--- config.mk ---
export PLATFORM = sky130hd
export DESIGN_NAME = dvp_pattern_tx
export DESIGN_NICKNAME = d
export VERILOG_FILES = /design/src/rtl/dvp_pattern_tx.sv
export SDC_FILE = /design/constraint.sdc
export NUM_CORES = 1
export LEC_CHECK = 0
export BUFFER_PORTS_ARGS = -buffer_cell sky130_fd_sc_hd__clkbuf_2
export CAP_MARGIN = 10
export CORE_UTILIZATION = 45
export DETAILED_ROUTE_END_ITERATION = 8
export PLACE_DENSITY = 0.68
export SYNTH_ARGS = -nofsm -noshare
export SYNTH_HDL_FRONTEND = slang
export SYNTH_SLANG_ARGS = --single-unit
export TNS_END_PERCENT = 20
--- constraint.sdc ---
create_clock -name clk_25 -period 3.7 [get_ports clk_25]
set_clock_uncertainty 0.1 [all_clocks]
set_input_delay 0.185 -clock clk_25 [delete_from_list [all_inputs] [get_ports clk_25]]
set_output_delay 0.185 -clock clk_25 [all_outputs]
set_load 0.01 [all_outputs]
--- src/rtl/dvp_pattern_tx.sv ---
// DVP (OV7670-style) RGB565 test-pattern source; pclk = clk_25/2, one tick = two clk_25 cycles.
// Define DVP_TX_LFSR_EN to replace the checkerboard (pattern 3) with a per-frame 16-bit LFSR.
module dvp_pattern_tx #(
  parameter int H_ACTIVE    = 640,
  parameter int H_BLANK     = 144,
  parameter int V_ACTIVE    = 480,
  parameter int VSYNC_LINES = 3,
  parameter int V_BACK      = 17,
  parameter int V_FRONT     = 10
) (
  input  logic       clk_25,
  input  logic       reset,
  input  logic       enable,
  input  logic [1:0] pattern_sel,
  output logic       pclk,
  output logic       vsync,
  output logic       h_ref,
  output logic [7:0] data_out,
  output logic       frame_done
);

  localparam int LINE_BYTES = (H_ACTIVE + H_BLANK) * 2;
  localparam int ACT_BYTES  = H_ACTIVE * 2;
  localparam int BW         = $clog2(LINE_BYTES);
  localparam int V_MAX_A    = (VSYNC_LINES > V_BACK) ? VSYNC_LINES : V_BACK;
  localparam int V_MAX_B    = (V_ACTIVE > V_FRONT) ? V_ACTIVE : V_FRONT;
  localparam int V_MAX      = (V_MAX_A > V_MAX_B) ? V_MAX_A : V_MAX_B;
  localparam int LW         = (V_MAX > 1) ? $clog2(V_MAX) : 1;

  localparam logic [BW-1:0] LAST_BYTE = BW'(LINE_BYTES - 1);
  localparam logic [BW-1:0] ACT_END   = BW'(ACT_BYTES);
  localparam logic [LW-1:0] VS_LAST   = LW'(VSYNC_LINES - 1);
  localparam logic [LW-1:0] VB_LAST   = LW'(V_BACK - 1);
  localparam logic [LW-1:0] VA_LAST   = LW'(V_ACTIVE - 1);
  localparam logic [LW-1:0] VF_LAST   = LW'(V_FRONT - 1);

  typedef enum logic [2:0] {
    S_IDLE,
    S_VSYNC,
    S_VBACK,
    S_ACTIVE,
    S_VFRONT
  } state_t;

  state_t        state, state_d;
  logic          phase, phase_d;      // 0: next edge loads a new tick, 1: next edge raises pclk
  logic [BW-1:0] byte_cnt, byte_d;
  logic [LW-1:0] line_cnt, line_d;
  logic [1:0]    pat;
  logic          start_frame, frame_end, line_last, byte_last, active_byte;
  logic [15:0]   pixel;
  logic [2:0]    bar_idx;
  logic [5:0]    ramp_g;
  logic [7:0]    pix_byte;

  assign byte_last   = (byte_cnt == LAST_BYTE);
  assign active_byte = (state == S_ACTIVE) && (byte_cnt < ACT_END);

  // NOTE: every always_comb output gets a default first, so no path can leave a latch behind.
  always_comb begin
    state_d     = state;
    phase_d     = phase;
    byte_d      = byte_cnt;
    line_d      = line_cnt;
    start_frame = 1'b0;
    frame_end   = 1'b0;
    line_last   = 1'b0;

    unique case (state)
      S_VSYNC:  line_last = (line_cnt == VS_LAST);
      S_VBACK:  line_last = (line_cnt == VB_LAST);
      S_ACTIVE: line_last = (line_cnt == VA_LAST);
      S_VFRONT: line_last = (line_cnt == VF_LAST);
      default:  line_last = 1'b0;
    endcase

    if (state == S_IDLE) begin
      phase_d = 1'b0;
      if (enable) begin
        state_d     = S_VSYNC;
        start_frame = 1'b1;
        byte_d      = '0;
        line_d      = '0;
      end
    end else if (!phase) begin
      phase_d = 1'b1;
    end else begin
      // Position advances on the pclk-rise edge, so the next load edge sees the new tick.
      phase_d = 1'b0;
      if (byte_last) begin
        byte_d = '0;
        if (line_last) begin
          line_d = '0;
          unique case (state)
            S_VSYNC:  state_d = S_VBACK;
            S_VBACK:  state_d = S_ACTIVE;
            S_ACTIVE: state_d = S_VFRONT;
            default: begin
              frame_end = 1'b1;
              if (enable) begin
                state_d     = S_VSYNC;
                start_frame = 1'b1;
              end else begin
                state_d = S_IDLE;
              end
            end
          endcase
        end else begin
          line_d = line_cnt + 1'b1;
        end
      end else begin
        byte_d = byte_cnt + 1'b1;
      end
    end
  end

`ifdef DVP_TX_LFSR_EN
  localparam logic [15:0] LFSR_SEED = 16'hACE1;
  logic [15:0] lfsr;
  logic        lfsr_fb;

  // Taps 16,14,13,11 in right-shift form; the pixel shows the state before the step.
  assign lfsr_fb = lfsr[0] ^ lfsr[2] ^ lfsr[3] ^ lfsr[5];

  always_ff @(posedge clk_25) begin
    if (reset || start_frame) lfsr <= LFSR_SEED;
    else if (!phase && active_byte && byte_cnt[0]) lfsr <= {lfsr_fb, lfsr[15:1]};
  end
`endif

  always_comb begin
    bar_idx = 3'((32'(byte_cnt >> 1) * 32'd8) / 32'(H_ACTIVE));
    ramp_g  = 6'(32'(byte_cnt >> 1) >> 4);
    pixel   = 16'hFFFF;
    case (pat)
      2'd0: pixel = 16'hFFFF;
      2'd1: begin
        case (bar_idx)
          3'd0: pixel = 16'hFFFF;
          3'd1: pixel = 16'hFFE0;
          3'd2: pixel = 16'h07FF;
          3'd3: pixel = 16'h07E0;
          3'd4: pixel = 16'hF81F;
          3'd5: pixel = 16'hF800;
          3'd6: pixel = 16'h001F;
          default: pixel = 16'h0000;
        endcase
      end
      2'd2: pixel = {ramp_g[5:1], ramp_g, ramp_g[5:1]};
      default: begin
`ifdef DVP_TX_LFSR_EN
        pixel = lfsr;
`else
        pixel = (1'(32'(byte_cnt >> 1) >> 5) ^ 1'(32'(line_cnt) >> 5)) ? 16'hFFFF : 16'h0000;
`endif
      end
    endcase
    pix_byte = byte_cnt[0] ? pixel[7:0] : pixel[15:8];
  end

  // NOTE: sequential state uses non-blocking assignments so every register samples pre-edge values.
  always_ff @(posedge clk_25) begin
    if (reset) begin
      state      <= S_IDLE;
      phase      <= 1'b0;
      byte_cnt   <= '0;
      line_cnt   <= '0;
      pat        <= '0;
      pclk       <= 1'b0;
      vsync      <= 1'b0;
      h_ref      <= 1'b0;
      data_out   <= '0;
      frame_done <= 1'b0;
    end else begin
      state      <= state_d;
      phase      <= phase_d;
      byte_cnt   <= byte_d;
      line_cnt   <= line_d;
      frame_done <= frame_end;
      if (start_frame) pat <= pattern_sel;

      if (state == S_IDLE) begin
        pclk     <= 1'b0;
        vsync    <= 1'b0;
        h_ref    <= 1'b0;
        data_out <= '0;
      end else if (!phase) begin
        pclk     <= 1'b0;
        vsync    <= (state == S_VSYNC);
        h_ref    <= active_byte;
        data_out <= active_byte ? pix_byte : 8'h00;
      end else begin
        pclk <= 1'b1;
      end
    end
  end

endmodule
# [Word level (Yosys, flattened, before mapping)]
# Index checks and enable logic that the tools add are counted.
[word_totals] ff_bits=38 wordCells=80
[op_classes] add_sub_neg=2 n_div=1 order_cmp=1 n_eq_ne=18 n_mux=31 bitwise=4 reduce_logical=13
[ops] op="$pmux W16 S7" count=1
[ops] op="$pmux W16 S3" count=1
[ops] op="$mux W9" count=5
[ops] op="$mux W11" count=4
[ops] op="$div A13 B10 Y32 const B" count=1
[ops] op="$mux W16" count=1
[ops] op="$mux W8" count=2
[ops] op="$mux W3" count=5
[ops] op="$eq A3 B2 Y1 const B" count=4
[ops] op="$eq A3 B3 Y1 const B" count=4
[ops] op="$add A11 B1 Y11 const B" count=1
[ops] op="$eq A11 B11 Y1 const B" count=1
[ops] op="$lt A11 B11 Y1 const B" count=1
[ops] op="$mux W1" count=10
[ops] op="$add A9 B1 Y9 const B" count=1
[ops] op="$eq A9 B2 Y1 const B" count=1
[ops] op="$eq A9 B4 Y1 const B" count=1
[ops] op="$eq A9 B5 Y1 const B" count=1
[ops] op="$eq A9 B9 Y1 const B" count=1
[ops] op="$pmux W3 S3" count=1
[ops] op="$eq A3 B1 Y1 const B" count=2
[ops] op="$logic_not A3 Y1" count=2
[ops] op="$reduce_bool A2 Y1" count=3
[ops] op="$reduce_or A5 Y1" count=1
[ops] op="other kinds (13)" count=15

# [Depth between registers and ports, before layout]
# Gate-level depths: netlist of run 1.
[logic_depth] depth_word=7 depth_mapped=10

# [Worst setup path before layout of run 1]
# OpenSTA, ideal clock, no wires.
[synth_path] kind="flip-flop to flip-flop" startpoint="register byte_cnt[8]" endpoint="register data_out[1]" setup_time_ps=123 arrival_ps=2054 required_ps=3477 path_slack_ps=1423 path_stages_with_launch=11 n_path_buf=0 synth_period_minus_slack_ps=2277 path_cell_list="dfxtp_1 -> nor2_1 -> inv_1 -> ha_1 -> nor2b_1 -> o21ai_0 -> a221o_1 -> and3_1 -> a31o_2 -> a21oi_1 -> o21ai_0"
[synth_via] elab_chain_cells=6
[synth_lines] item="start: declaration" line_no="47" rtl="logic [BW-1:0] byte_cnt, byte_d;"
[synth_lines] item="start signal: assignment" line_no="177" rtl="byte_cnt <= byte_d;"
[synth_lines] item="$div A13 B10 Y32" line_no="132" rtl="bar_idx = 3'((32'(byte_cnt >> 1) * 32'd8) / 32'(H_ACTIVE));"
[synth_lines] item="$eq A3 B3 Y1 (tied with other cells)" line_no="138" rtl="case (bar_idx)"
[synth_lines] item="$pmux W16 S7" line_no="138"
[synth_lines] item="$pmux W16 S3" line_no="135" rtl="case (pat)"
[synth_lines] item="$mux W8" line_no="158" rtl="pix_byte = byte_cnt[0] ? pixel[7:0] : pixel[15:8];"
[synth_lines] item="$mux W8 *" line_no="191" rtl="data_out <= active_byte ? pix_byte : 8'h00;"
[synth_lines] item="end signal: assignment" line_no="191"
[synth_lines] item="end: declaration" line_no="18" rtl="output logic [7:0] data_out,"
# Every way passes the cells marked *; elsewhere a longest branch is shown, timed or not.
# A chain may end at the register's enable or synchronous reset.

# [Worst setup path in the final report of run 1]
[layout_path] startpoint="register byte_cnt[8]" endpoint="register data_out[6]"
# Same word-level chain as after synthesis.

==> impl_metrics.toml, run 1 <==
[outcome]
outcome = "completed"

[clock_tree]
clkTransAtPathRegs_ps = 80
cts-buffers-inserted = 5
clk_path_buf_depth = 2
cts-root-buf = "clkbuf_8"
insertion_delay_ps = 290
cts_resized = 0
htree_levels = 2
cts_setup_buffers = 0
cts_sinks = 38
cts_tree = "done"
cts_hold_buf = 0

[synth]
syn_area_per_cell_um2 = 7.455
synth_top_area_share_pct = 33.03
async_flop_share_pct = 0
yosysTopAreaCell = "dfxtp_1"
synth-warning-count = 0
synthTopCellsByArea = "dfxtp_1, o21ai_0, nor2_1"
synthCells = 309
synth_nets = 317
synth-edff-count = 0
ys.flop_type = "dfxtp_1"
ys_ff_latch = 38
synthDistinctLibCells = 52
syn_area_um2 = 2303
ys_seq_area_share_pct = 33.03

[floorplan]
die_h_um = 73.55
coreArea_um2 = 4817
die_w_um = 73.55
ios = 17
die_area_um2 = 5409
start_util_pct = 47.82
rows = 25

[sta]
setup_slack_ps = 930.1
finalCritPeriodShare_pct = 74.86
finalHoldViolCount = 0
hold_slack_ps = 34.51
fmax_ghz = 0.3610
worst_slew_pin_slew_ps = 692.8
slew_violations = 0
setup_viol = 0
min_period_ps = 2770
fin_setup_tns_ps = 0
slew_headroom_pct = 53.75
rsz0062_at_grt = "no"

[power_and_ir_drop]
pwr-share-clk_pct = 35.4
power.switching_uw = 374.1
p_int_uw = 823.0
comb_power_share_pct = 23.2
power_leakage_uw = 0.0009372
p_per_area_nw_per_um2 = 470.8
p_seq_share_pct = 41.4
switching_share_pct = 31.25
ir_worst_vdd_uv = 223.4

[drt]
first_iter_violations = 222
wl_mm = 4.947
drtAntennaViolNets = 0
drt-pass1-iter-count = 4
drc = 0
via_per_inst = 5.540
wire_per_inst_um = 12.85
vias = 2133

[global_routing]
grt_max_degree = 19
track_usage_pct = 20.06
overflow = 0
antenna_found_initial = 0
grt_pass1_wl_mm = 8.556
grt_pass1_vias = 1849

[final_layout]
n_fill_cell = 466
diodes = 0
drive_gt1_share_pct = 11.95
nNetsFinal = 325
area_delta_synth_final_pct = 10.37

[worst_setup_path]
cp_top_family = "compound AO/OA/AOI/OAI gates"
worstSetupPathType = "flip-flop to flip-flop"
worstPathMaxFanout = 17
required_ps = 3780
critPathSlowestCell = "dfxtp_1"
worstPathCellList = "nor2_1 -> inv_1 -> ha_1 -> nor2b_1 -> a211oi_1 -> a2111o_1 -> a41oi_1 -> o21bai_1 -> a21oi_1 -> o21ai_0"
max_stage_delay_ps = 650
cp_num_buf_inv = 1
end_kind = "flip-flop"
startpoint_type = "flip-flop"
critPathArrivalTime_ps = 2850

[placed_design]
portBuffers = 16
hpwlAfterDp_mm = 3.515
post-place-ws_ps = 1000
gp_congestion = 0.8797

[worst_hold_path]
min_path_type = "input pin to flip-flop"

[flow_run]
maxCapViolCount = 0
## cell usage after synthesis (3+ instances only)
cell type	number
and3_1	3
nand4_1	6
nor3_1	6
xor2_1	7
a21oi_1	21
nor2b_1	7
ha_1	3
or2_2	5
clkbuf_1	13
nand3_1	10
nor2_1	46
xnor2_1	10
dfxtp_1	38
a211oi_1	3
mux2i_1	5
inv_1	9
o21ai_0	36
nand2b_1	7
nand2_1	32
## cell usage in the layout, fill, tap and decap left out, types with 3 or more instances in the layout
master,count
or2_2,5
mux2i_1,5
clkbuf_8,5
o21ai_0,36
xor2_1,7
inv_1,9
nand4_1,6
nand2_1,32
nand2b_1,7
nor2b_1,7
nand3_1,10
and3_1,3
dfxtp_1,38
clkbuf_2,16
xnor2_1,10
nor2_1,46
nor3_1,6
a21oi_1,21
ha_1,3
a211oi_1,3
## cell type report
type                            instances  area, µm²  share of cell area (%)
Inverter                               11      41.29                   1.624
Sequential cell                        38      760.7                   29.92
Timing Repair Buffer                   17      87.58                   3.445
Multi-Input combinational cell        244       1431                   56.30
Clock buffer                            5      68.82                   2.707
Tap cell                               67      83.83                   3.297
Clock inverter                          3      68.82                   2.707
## logic make-up after synthesis
group,synth area share [%]
xor+xnor,6.464
flops,33.03
simple gates,29.39
mux,2.662
fa+ha+maj,2.499
buf+inv,4.834
compound gates,21.13
## through the flow
stage	cell area, µm²	std cells	utilization (%)	power (µW)
detailed placement	2405	377	49.92	778.3
finish	2542	385	52.78	1197
CTS	2542	385	52.78	1206
floorplan	2303	309	-	723.0
global route	2542	385	52.78	1275
global placement	2405	377	49.92	775.9
## worst reg2reg max path, delay by kind of cell (launching register included)
kind,cells,cell delay [ps]
compound gates,6,1150
fa+ha+maj,1,230
buf+inv,1,90
flops,1,650
simple gates,2,420
## power by group through the flow
stage / logic, µW / registers, µW / clock network, µW
after floorplan: 252 / 471 / 0
after global placement: 273 / 503 / 0
after detailed placement: 275 / 504 / 0
after CTS: 277 / 494 / 435
after global routing: 321 / 502 / 451
final: 278 / 496 / 424
## per-layer routing
metal | track usage (%) | vias up | part of all wire (%)
met2 | 30.99 | 49 | 44
met4 | 5.769 | 0 | 0.85
li1 | - | 1096 | -
met1 | 28.11 | 982 | 50
met5 | 0 | - | 0
met3 | 4.115 | 6 | 4.6
## final timing paths
kind	start	endpoint	slack, ps	cells after the start
max	byte_cnt[8]$_SDFFE_PP0P_	data_out[6]$_SDFFE_PP0N_	930	10
min	pattern_sel[1]	pat[1]$_SDFFE_PP0P_	30	3
max reg2reg	byte_cnt[8]$_SDFFE_PP0P_	data_out[6]$_SDFFE_PP0N_	930	10
min reg2reg	h_ref$_SDFFE_PP0N_	h_ref$_SDFFE_PP0N_	350	2
## registers in the layout (all words and copies together), names as in the netlist
signal and flops:
byte_cnt 11, line_cnt 9, data_out 8, state 3, pat 2, frame_done 1
h_ref 1, pclk 1, phase 1, vsync 1
(Power assumes the default switching activity.)
==> run 2, diff against run 1 <==
Settings changed: PLACE_DENSITY 0.68 to 0.71.
Clock period 3.7 ns to 2.35 ns, I/O delays scaled along.
==> impl_metrics.toml, run 2 (synthesis gave the netlist of run 1 again) <==
[placed_design]
hpwlAfterDp_mm = 3.844
place_area_um2 = 2547
gp_congestion = 0.8546
portBuffers = 16

[final_layout]
final_area_um2 = 2753
largest_reg_flops = 11
top_register = "byte_cnt"
top_regs = "byte_cnt: 11 flops, line_cnt: 9 flops, data_out: 8 flops"
postLayoutCoreUtil_pct = 57.14
n_fill_cell = 489
nNetsFinal = 346
drive_gt1_share_pct = 20.41
diodes = 0
final_cell_mix = "nor2_1, dfxtp_1, o21ai_0, nand2_1, buf_4"
final_common_cell = "nor2_1"
area_delta_synth_final_pct = 19.50

[sta]
finalCritPeriodShare_pct = 95.50
worst_slew_pin_slew_ps = 556.3
setup_viol = 0
fmax_ghz = 0.4456
min_period_ps = 2244
hold_slack_ps = 35.38
rsz0062_at_grt = "yes"
slew_headroom_pct = 62.77
finalHoldViolCount = 0
slew_violations = 0

[worst_setup_path]
max_stage_delay_ps = 320
worstPathMaxFanout = 5
worstSetupPathType = "flip-flop to flip-flop"
required_ps = 2430
startpoint_type = "flip-flop"
critPathArrivalTime_ps = 2330
end_kind = "flip-flop"
cp_top_family = "compound AO/OA/AOI/OAI gates"
cp_num_buf_inv = 2
cp_common_cell = "o21ai_0"
critPathSlowestCell = "dfxtp_1"
worstPathCellList = "nor2_2 -> inv_2 -> ha_4 -> nand2b_4 -> o21ai_0 -> a21boi_0 -> buf_4 -> or2_2 -> a31o_4 -> a21oi_1 -> o21ai_0"

[power_and_ir_drop]
power_leakage_uw = 0.001035
finalPower_uw = 1857
ir_worst_vdd_uv = 402.5
p_per_area_nw_per_um2 = 674.6

[worst_hold_path]
min_path_type = "input pin to flip-flop"

[clock_tree]
cts_sinks = 38
cts_tree = "done"
clkTransAtPathRegs_ps = 70
htree_levels = 2
insertion_delay_ps = 290
cts_setup_buffers = 0
cts-root-buf = "clkbuf_8"
cts-buffers-inserted = 5
clk_path_buf_depth = 2

[drt]
drc = 0
first_iter_violations = 130
drtAntennaViolNets = 0
vias = 2231
m1WireLength_mm = 2.550
wire_per_inst_um = 13.26
top_layer_used = "met4"
route.met3.wl_um = 261
via_per_inst = 5.509
met2_length_mm = 2.465
wl_mm = 5.370
drt-pass1-iter-count = 4

[global_routing]
grt_pass1_vias = 1964
track_usage_pct = 21.25
antenna_found_initial = 0
grt_max_degree = 18
overflow = 0
grt_pass1_wl_mm = 8.921

[floorplan]
die_area_um2 = 5409
coreArea_um2 = 4817
start_util_pct = 47.82
die_h_um = 73.55
die_w_um = 73.55
ios = 17
rows = 25

[outcome]
outcome = "completed"

[flow_run]
maxCapViolCount = 0
[run 2: path summary, 6_finish.rpt]
| path | slack [ps] | end | cells after the start | from |
|---|---|---|---|---|
| worst min-delay path | 40 | h_ref$_SDFFE_PP0N_ | 4 | reset |
| worst max-delay path | 110 | data_out[4]$_SDFFE_PP0N_ | 11 | byte_cnt[8]$_SDFFE_PP0P_ |
| worst min register to register | 340 | h_ref$_SDFFE_PP0N_ | 2 | h_ref$_SDFFE_PP0N_ |
| worst max register to register | 110 | data_out[4]$_SDFFE_PP0N_ | 11 | byte_cnt[8]$_SDFFE_PP0P_ |
[run 2: worst reg2reg max path, delay by kind of cell, from the launching register on]
family,cells,cell delay (ps)
compound gates,5,650
simple gates,3,580
flops,1,320
fa+ha+maj,1,280
buf+inv,2,210
[run 2: cell type report]
| class | instances | area, µm² | area share [%] |
|---|---|---|---|
| Clock buffer | 6 | 82.58 | 3.000 |
| Clock inverter | 1 | 30.03 | 1.091 |
| Inverter | 11 | 45.04 | 1.636 |
| Multi-Input combinational cell | 244 | 1500 | 54.50 |
| Sequential cell | 38 | 760.7 | 27.64 |
| Tap cell | 67 | 83.83 | 3.045 |
| Timing Repair Buffer | 38 | 250.2 | 9.091 |
[run 2: through the flow]
step                      setup TNS (ps)  worst slack, ps  std cells
after global placement            -8.067           -8.067        396
final                                  0            105.8        405
after detailed placement          -405.0           -67.67        396
after CTS                              0            9.074        405
after floorplan                        0            73.09        309
after global routing              -98.20           -40.42        405
[run 2: per-layer routing]
layer,up-vias,global-route usage [%]
met5,-,0
met2,61,33.54
met4,0,7.051
li1,1142,-
met1,1017,28.72
met3,11,4.527
[run 2: where the power goes]
| group | internal (µW) | switching (µW) |
|---|---|---|
| sequential | 689 | 45.4 |
| combinational | 234 | 323 |
| clock | 340 | 226 |
| total | 1260 | 594 |
[run 2: repair_timing]
item                                   CTS  global route
endpoints found under the hold margin    2             0
gates resized for setup                  2            15
gates cloned                             0             0
pin swaps                                0             6
setup endpoints to repair                8            21
hold buffers                             2             0
==> run 3, diff against run 2 <==
Settings changed: CORE_MARGIN set to 2, TNS_END_PERCENT 20 to unset.
==> impl_metrics.toml, run 3 (synthesis gave the netlist of run 1 again) <==
[final_layout]
top_register = "byte_cnt"
area_delta_synth_final_pct = 24.23
final_common_cell = "nor2_1"
drive_gt1_share_pct = 23.34
diodes = 0
nNetsFinal = 354
final_area_um2 = 2861
postLayoutCoreUtil_pct = 57.12
final-instance-count-excl-fill = 417
top_regs = "byte_cnt: 11 flops, line_cnt: 9 flops, data_out: 8 flops"
final_cell_mix = "nor2_1, dfxtp_1, o21ai_0, nand2_1, buf_4"
largest_reg_flops = 11

[placed_design]
gp_congestion = 0.8425
placedCellCount = 402
place_area_um2 = 2574
portBuffers = 16
hpwlAfterDp_mm = 3.920

[clock_tree]
insertion_delay_ps = 300
cts_sinks = 38
clkTransAtPathRegs_ps = 80
htree_levels = 2
cts-root-buf = "clkbuf_8"
clk_path_buf_depth = 2
cts_tree = "done"
cts-buffers-inserted = 5

[power_and_ir_drop]
comb_power_share_pct = 30.0
pwr-share-clk_pct = 33.1
switching_share_pct = 31.37
power.switching_uw = 634.7
p_seq_share_pct = 36.8
p_per_area_nw_per_um2 = 707.1
ir_worst_vdd_uv = 478.8
power_leakage_uw = 0.001085
p_int_uw = 1389
finalPower_uw = 2023

[worst_setup_path]
required_ps = 2470
r2r_cells = 10
reg2reg_slack_ps = 80
reg2reg_to = "data_out[4]$_SDFFE_PP0N_"
end_kind = "flip-flop"
startpoint_type = "flip-flop"
critPathArrivalTime_ps = 2390
worstSetupPathType = "flip-flop to flip-flop"
worstPathMaxFanout = 5
r2r-start = "byte_cnt[9]$_SDFFE_PP0P_"

[global_routing]
grt_pass1_wl_mm = 8.804
antenna_found_initial = 0
track_usage_pct = 20.05
grt_pass1_vias = 1981
overflow = 0
grt_max_degree = 18

[sta]
slew_headroom_pct = 61.51
finalCritPeriodShare_pct = 96.60
setup_viol = 0
finalHoldViolCount = 0
worst_slew_pin_slew_ps = 575.2
rsz0062_at_grt = "yes"
slew_violations = 0
min_period_ps = 2270
fmax_ghz = 0.4405

[outcome]
outcome = "completed"

[worst_hold_path]
min_path_type = "input pin to flip-flop"
whs_path_depth = 4
min_to = "h_ref$_SDFFE_PP0N_"
hold_path.startpoint = "reset"

[drt]
wire_per_inst_um = 13.52
first_iter_violations = 135
via_per_inst = 5.365
drc = 0
wl_mm = 5.637
vias = 2237
drtAntennaViolNets = 0
drt-pass1-iter-count = 4

[floorplan]
coreArea_um2 = 5010
start_util_pct = 45.98
die_h_um = 75.55
die_w_um = 75.55
rows = 26
die_area_um2 = 5707
ios = 17

[flow_run]
maxCapViolCount = 0
## run 3: cell types whose count changed in the layout (fill, tap and decap cells not counted), sizes merged
cell / previous run / this run
buf: 20 / 28
clkinv: 0 / 2
clkinvlp: 1 / 0
bufinv: 1 / 2
clkbuf: 22 / 21
## run 3: critical path: stages, from the launching register on
cell      delay [ps]
dfxtp_2          350
nor2_4           120
inv_2             50
ha_4             230
nor2b_4          150
a211oi_1          60
a2111o_1         340
a32o_1           280
o211ai_1         240
a21oi_1          130
o21ai_1          140
## run 3: per-layer routing
layer	routed length [µm]	up-vias	track usage, %
li1	-	1153	-
met1	2694	1033	25.85
met3	224	5	4.762
met4	45	0	5.653
met2	2673	46	33.53
met5	0	-	0
## run 3: power groups by stage
| stage | Sequential (µW) | Clock, µW | Combinational, µW |
|---|---|---|---|
| after floorplan | 741 | 0 | 397 |
| after global routing | 753 | 705 | 673 |
| after detailed placement | 758 | 0 | 517 |
| final | 745 | 670 | 608 |
| after CTS | 743 | 678 | 559 |
| after global placement | 755 | 0 | 514 |
## run 3: metrics by stage
| stage | hold slack (ps) | TNS (ps) | setup slack (ps) |
|---|---|---|---|
| floorplan | 161.4 | 0 | 73.09 |
| global placement | 273.0 | 0 | 50.52 |
| detailed placement | 281.1 | -126.6 | -41.14 |
| CTS | 31.76 | 0 | 0.09104 |
| global route | 54.35 | -157.9 | -71.68 |
| finish | 33.58 | 0 | 80.00 |
## run 3: layout make-up
class,instances,area [µm²]
timing repair buffer,46,310.3
clock inverter,3,68.82
clock buffer,5,68.82
fill,473,2148
inverter,11,41.29
tap,70,87.58
multi-input combinational,244,1523
sequential,38,762.0
## run 3: how the worst max path moves through the flow
stage / cells after the start / end / from
floorplan: 10 / data_out[1]$_SDFFE_PP0N_ / byte_cnt[8]$_SDFFE_PP0P_
global placement: 10 / data_out[7]$_SDFFE_PP0N_ / byte_cnt[8]$_SDFFE_PP0P_
detailed placement: 10 / data_out[7]$_SDFFE_PP0N_ / byte_cnt[8]$_SDFFE_PP0P_
CTS: 10 / data_out[4]$_SDFFE_PP0N_ / byte_cnt[8]$_SDFFE_PP0P_
global route: 10 / data_out[4]$_SDFFE_PP0N_ / byte_cnt[9]$_SDFFE_PP0P_
finish: 10 / data_out[4]$_SDFFE_PP0N_ / byte_cnt[9]$_SDFFE_PP0P_
## run 3: timing repair
item                                   4_1_cts  5_1_grt
hold buffers                                 2        0
resized for setup                            4       18
pin swaps                                    1        9
setup endpoints to repair                   14       20
buffers inserted                             2        3
endpoints found under the hold margin        2        0
